## src/rtl/pcie_flr_sequencer.sv

```systemverilog
// FLR sequencer: queues PF/VF function-level resets and runs them one at a time.
// Optional WAIT_ACK timeout is built when FLR_TIMEOUT_EN is defined.
module pcie_flr_sequencer #(
  parameter int FIFO_DEPTH      = 8,
  parameter int RST_HOLD_CYCLES = 16,
  parameter int TIMEOUT_CYCLES  = 4096
) (
  input  logic                          fim_clk,
  input  logic                          fim_rst,
  input  logic                          flr_req_tvalid,
  input  logic [2:0]                    flr_req_pf,
  input  logic [10:0]                   flr_req_vf,
  input  logic                          flr_req_vf_active,
  output logic                          flr_rsp_tvalid,
  output logic [2:0]                    flr_rsp_pf,
  output logic [10:0]                   flr_rsp_vf,
  output logic                          flr_rsp_vf_active,
  output logic                          func_rst_valid,
  output logic [2:0]                    func_rst_pf,
  output logic [10:0]                   func_rst_vf,
  output logic                          func_rst_vf_active,
  input  logic                          func_rst_ack,
  output logic                          overflow_err,
  output logic                          timeout_err,
  output logic [$clog2(FIFO_DEPTH):0]   pending_cnt
);

  localparam int AW = $clog2(FIFO_DEPTH);
  localparam int HW = $clog2(RST_HOLD_CYCLES + 1);
  localparam logic [AW:0]   FULL_CNT  = (AW+1)'(FIFO_DEPTH);
  localparam logic [HW-1:0] HOLD_LAST = HW'(RST_HOLD_CYCLES - 1);

  typedef enum logic [1:0] {
    S_IDLE, S_ASSERT, S_WAIT_ACK, S_RESP
  } state_t;

  state_t r_state, w_state_nxt;

  logic [14:0]   r_mem [FIFO_DEPTH];
  logic [AW-1:0] r_wr_ptr, r_rd_ptr;
  logic [AW:0]   r_cnt;
  logic [HW-1:0] r_hold;
  logic [14:0]   r_act_id, r_rsp_id;
  logic          r_rst_valid, r_rsp_valid, r_ovf;
  logic          w_empty, w_full, w_pop, w_push;
  logic          w_rst_valid, w_rsp_valid;

  assign w_empty = (r_cnt == '0);
  assign w_full  = (r_cnt == FULL_CNT);
  assign w_pop   = (r_state == S_IDLE) && !w_empty;
  // a pop in the same cycle frees the slot, so a full queue still accepts
  assign w_push  = flr_req_tvalid && (!w_full || w_pop);

`ifdef FLR_TIMEOUT_EN
  localparam int TW = $clog2(TIMEOUT_CYCLES + 1);
  localparam logic [TW-1:0] TO_LAST = TW'(TIMEOUT_CYCLES - 1);
  logic [TW-1:0] r_to_cnt;
  logic          r_to_err, w_to_err;

  always_ff @(posedge fim_clk) begin
    if (fim_rst) begin
      r_to_cnt <= '0;
      r_to_err <= 1'b0;
    end else begin
      r_to_err <= w_to_err;
      if (r_state == S_WAIT_ACK) r_to_cnt <= r_to_cnt + 1'b1;
      else                       r_to_cnt <= '0;
    end
  end

  assign timeout_err = r_to_err;
`else
  logic w_unused_to;
  assign w_unused_to = (TIMEOUT_CYCLES > 0);
  assign timeout_err = 1'b0;
`endif

  always_comb begin
    w_state_nxt = r_state;
    w_rst_valid = r_rst_valid;
    w_rsp_valid = 1'b0;
`ifdef FLR_TIMEOUT_EN
    w_to_err    = 1'b0;
`endif
    unique case (r_state)
      S_IDLE: begin
        if (!w_empty) begin
          w_state_nxt = S_ASSERT;
          w_rst_valid = 1'b1;
        end
      end
      S_ASSERT: begin
        if (r_hold == HOLD_LAST) w_state_nxt = S_WAIT_ACK;
      end
      S_WAIT_ACK: begin
        if (func_rst_ack) begin
          w_state_nxt = S_RESP;
          w_rst_valid = 1'b0;
          w_rsp_valid = 1'b1;
        end
`ifdef FLR_TIMEOUT_EN
        else if (r_to_cnt == TO_LAST) begin
          w_state_nxt = S_RESP;
          w_rst_valid = 1'b0;
          w_rsp_valid = 1'b1;
          w_to_err    = 1'b1;
        end
`endif
      end
      S_RESP:  w_state_nxt = S_IDLE;
      default: w_state_nxt = S_IDLE;
    endcase
  end

  always_ff @(posedge fim_clk) begin
    if (w_push) r_mem[r_wr_ptr] <= {flr_req_pf, flr_req_vf, flr_req_vf_active};
  end

  always_ff @(posedge fim_clk) begin
    if (fim_rst) begin
      r_state     <= S_IDLE;
      r_wr_ptr    <= '0;
      r_rd_ptr    <= '0;
      r_cnt       <= '0;
      r_hold      <= '0;
      r_act_id    <= '0;
      r_rsp_id    <= '0;
      r_rst_valid <= 1'b0;
      r_rsp_valid <= 1'b0;
      r_ovf       <= 1'b0;
    end else begin
      r_state     <= w_state_nxt;
      r_rst_valid <= w_rst_valid;
      r_rsp_valid <= w_rsp_valid;
      if (w_push) r_wr_ptr <= r_wr_ptr + 1'b1;
      if (w_pop) begin
        r_rd_ptr <= r_rd_ptr + 1'b1;
        r_act_id <= r_mem[r_rd_ptr];
      end
      if (w_push && !w_pop)      r_cnt <= r_cnt + 1'b1;
      else if (w_pop && !w_push) r_cnt <= r_cnt - 1'b1;
      if (flr_req_tvalid && !w_push) r_ovf <= 1'b1;
      if (r_state == S_ASSERT) r_hold <= r_hold + 1'b1;
      else                     r_hold <= '0;
      if (w_rsp_valid) r_rsp_id <= r_act_id;
    end
  end

  assign flr_rsp_tvalid     = r_rsp_valid;
  assign flr_rsp_pf         = r_rsp_id[14:12];
  assign flr_rsp_vf         = r_rsp_id[11:1];
  assign flr_rsp_vf_active  = r_rsp_id[0];
  assign func_rst_valid     = r_rst_valid;
  assign func_rst_pf        = r_act_id[14:12];
  assign func_rst_vf        = r_act_id[11:1];
  assign func_rst_vf_active = r_act_id[0];
  assign overflow_err       = r_ovf;
  assign pending_cnt        = r_cnt;

endmodule
```

## config.mk

```make
export PLATFORM = sky130hd
export DESIGN_NAME = pcie_flr_sequencer
export DESIGN_NICKNAME = d
export VERILOG_FILES = /design/src/rtl/pcie_flr_sequencer.sv
export SDC_FILE = /design/constraint.sdc
export NUM_CORES = 1
export LEC_CHECK = 0
export CORE_UTILIZATION = 61
export DETAILED_ROUTE_END_ITERATION = 10
export PLACE_DENSITY = 0.83
export SLEW_MARGIN = 20
export SYNTH_ARGS = -nofsm -noshare
export SYNTH_HDL_FRONTEND = slang
export SYNTH_SLANG_ARGS = --single-unit
export TNS_END_PERCENT = 5
```

## constraint.sdc

```tcl
create_clock -name fim_clk -period 4.1 [get_ports fim_clk]
set_input_delay 0.615 -clock fim_clk [delete_from_list [all_inputs] [get_ports fim_clk]]
set_output_delay 0.615 -clock fim_clk [all_outputs]
set_load 0.01 [all_outputs]
```

==> flow_metrics.env <==
export IMPL_status="finished clean"
export IMPL_tritoncts="built"
export IMPL_core_area_um2=10300
export IMPL_tightest_slew_ns=0.893
export IMPL_fin_area_um2=7830
export IMPL_grt_max_degree=48
export IMPL_pin_count=57
export IMPL_pre_cts_slack_ns=1.13
export IMPL_powerDensity_nw_per_um2=639
export IMPL_slowest_stage="dfxtp_1"
export IMPL_vias_per_cell=6.03
export IMPL_drv_slew=0
export IMPL_clk_pin_slew_ns=0.07
export IMPL_maxCapViolCount=0
export IMPL_skew_ns=0.00926
export IMPL_critPathRequiredTime_ns=4.52
export IMPL_h_tree_depth=4
export IMPL_crit_chain="inv_1, ha_1, or2b_1, o21ai_2, inv_2, ha_1, inv_1, ha_1, a21oi_1, a211oi_1, a31oi_1, mux2_2"
export IMPL_die_area_um2=11100
export IMPL_ys_types=39
export IMPL_hold_viol_final=0
export IMPL_synth_ff_type="edfxtp_1"
export IMPL_cts_resized=0
export IMPL_worstHoldPathType="register to register"
export IMPL_grt_setup_unrepaired="no"
export IMPL_crit_type="register to register"
export IMPL_syn_to_final_growth_pct=20.2
export IMPL_clock_path_buffers=2
export IMPL_synth_compound_area_share_pct=4.11
export IMPL_synth_area_leaders="edfxtp_1 (55%), dfxtp_1 (15%), mux4_2 (10%)"
export IMPL_synth_xor_area_share_pct=1.08
export IMPL_max_freq_ghz=0.324
export IMPL_cts_buffers=17
export IMPL_drt_iter0_drc=262
export IMPL_path_common_cell="ha_1"
export IMPL_setup_violations=0
export IMPL_hold_buffers=0
export IMPL_synth_cell_area_um2=6510
export IMPL_antenna_found_initial=0
export IMPL_clock_sinks=170
export IMPL_start_util_pct=63.1
export IMPL_wirelength_um=12900
export IMPL_fin_crit_sh_pct=75.2
export IMPL_yosysTopAreaCell="edfxtp_1"
export IMPL_synth_edf_count=120
export IMPL_synth_cells=409
export IMPL_gp_congestion=0.784
export IMPL_grt_pass1_wl_um=20300
export IMPL_slew_headroom_pct=40.5
export IMPL_crit_path_end_kind="register"
export IMPL_wl_per_cell_um=20.6
export IMPL_layout_drive_gt1_share_pct=20.1
export IMPL_clk_latency_ns=0.53
export IMPL_place_area_um2=7230
export IMPL_worstPathMaxFanout=6
export IMPL_max_vdd_ir_drop_mv=0.321
export IMPL_setup_tns_ns=0
export IMPL_postLayoutCoreUtil_pct=75.8
export IMPL_synth_fa_ha_area_share_pct=2.23
export IMPL_rows=37
export IMPL_arrival_ns=3.51
export IMPL_grt_ovfl_total=0
export IMPL_synth_top_area_share_pct=55.3
export IMPL_n_fill_cell=593
export IMPL_ant_nets=0
export IMPL_min_from="r_hold[0]"
export IMPL_setup_slack_ns=1.02
export IMPL_ys_warn_count=0
export IMPL_antenna_cells=0
export IMPL_async_flop_share_pct=0
export IMPL_cp_startpoint="r_state[0]"
export IMPL_synth_seq_cells=170
export IMPL_ys_seq_area_share_pct=70.7
export IMPL_dr_pass1_iters=5
export IMPL_period_needed_ns=3.08
export IMPL_die_w_um=105
export IMPL_drc_errors=0
export IMPL_synth_simple_area_share_pct=8.61
export IMPL_num_vias=3763
export IMPL_synth_top_family_by_area="multiplexers"
export IMPL_syn_avg_cell_area_um2=15.9
export IMPL_muxShareOfSynthArea_pct=11.0
export IMPL_nNetsFinal=505
export IMPL_dp_hpwl_um=7790
export IMPL_p_leak_nw=2.63
export IMPL_critPathMaxStageDelay_ns=0.36
export IMPL_grt_usage_pct=25.5
export IMPL_crit_path_start_kind="register"
export IMPL_synth_nets=439
export IMPL_postCtsSetupBuffers=0
export IMPL_root_buffer="clkbuf_8"
export IMPL_grt_pass1_vias=3831
export IMPL_reg2reg_from="r_state[0]"
export IMPL_io_buffers=55
export IMPL_hold_ws_ns=0.454
export IMPL_die_h_um=105
cell families after synthesis:
group | count (synthesis)
DFF | 170
buffers and inverters | 28
xor gates and xnor gates | 8
adders and majority gates | 11
other | 1
AOI/OAI and AO/OA | 43
muxes | 34
and+or+nand+nor | 114
state kept, by name, summed over array words and instances (netlist names):
register        cells
r_mem             120
r_act_id           15
r_rsp_id           15
r_hold              5
pending_cnt         4
r_rd_ptr            3
r_wr_ptr            3
r_state             2
flr_rsp_tvalid      1
func_rst_valid      1
overflow_err        1
power by group:
group          leakage [nW]  internal [mW]  total (mW)  switching (mW)
registers              1.50           2.00        2.19           0.198
clock network         0.294          0.898        1.60           0.704
logic                 0.832          0.595        1.20           0.607
layout make-up:
cell class              count  area (µm²)  area share [%]
flip-flops and latches    170        4610            58.8
multi-input cells         211        1790            22.9
repair buffers             67         636            8.12
clock buffers              18         418            5.34
clock inverters            14         178            2.27
well taps                 136         170            2.17
inverters                   8        30.0           0.384
placed cells by master (no fill, tap or decap), types with 5 or more instances in the layout:
cell type	synthesis	layout
nand2_1	40	40
nor2_1	38	38
clkbuf_16	0	16
dfxtp_1	50	48
ha_1	10	10
buf_4	4	12
o22ai_1	14	14
mux4_2	30	30
a21oi_1	21	21
nor3_1	9	5
nor3_2	11	15
inv_8	0	5
edfxtp_1	120	120
clkdlybuf4s50_1	0	54
inv_1	7	7
Yosys cell counts, types with 2 or more instances:
| master | n |
|---|---|
| edfxtp_1 | 120 |
| dfxtp_1 | 50 |
| nand2_1 | 40 |
| nor2_1 | 38 |
| mux4_2 | 30 |
| a21oi_1 | 21 |
| o22ai_1 | 14 |
| clkbuf_1 | 11 |
| nor3_2 | 11 |
| ha_1 | 10 |
| nor3_1 | 9 |
| inv_1 | 7 |
| buf_4 | 4 |
| xnor2_1 | 4 |
| xor2_1 | 4 |
| buf_6 | 3 |
| mux2i_1 | 3 |
| nand2b_1 | 3 |
| a211oi_1 | 2 |
| buf_2 | 2 |
| nand3_1 | 2 |
| nor2b_1 | 2 |
| nor4_1 | 2 |
| o211ai_1 | 2 |
stage by stage:
stage | total power [mW] | instances
after floorplan | 3.03 | 409
after global placement | 3.35 | 592
final | 5.00 | 624
after CTS | 5.03 | 624
after detailed placement | 3.41 | 592
after global routing | 5.22 | 624
path summary, 6_finish.rpt:
check	endpoint	slack (ns)	cells past startpoint
worst max register to register	pending_cnt[3]	1.02	12
worst max-delay path	pending_cnt[3]	1.02	12
worst min-delay path	r_hold[0]	0.45	1
worst min register to register	r_hold[0]	0.45	1
worst max-delay path, delay by kind of cell (launching register included):
family	cells	cell delay (ns)
multiplexers	1	0.34
adder cells (fa/ha/maj)	3	0.80
flip-flops	1	0.36
AO/OA/AOI/OAI	4	0.85
buffers and inverters	3	0.32
AND/OR/NAND/NOR	1	0.30
routing by layer:
metal	share of wire (%)	vias to the layer above	track usage, %
met5	0	-	0
met4	1.8	0	10.3
met3	7.4	23	6.80
met2	52	178	42.0
met1	39	1882	32.4
li1	-	1680	-
No activity file was read; power rests on OpenSTA's default activity.
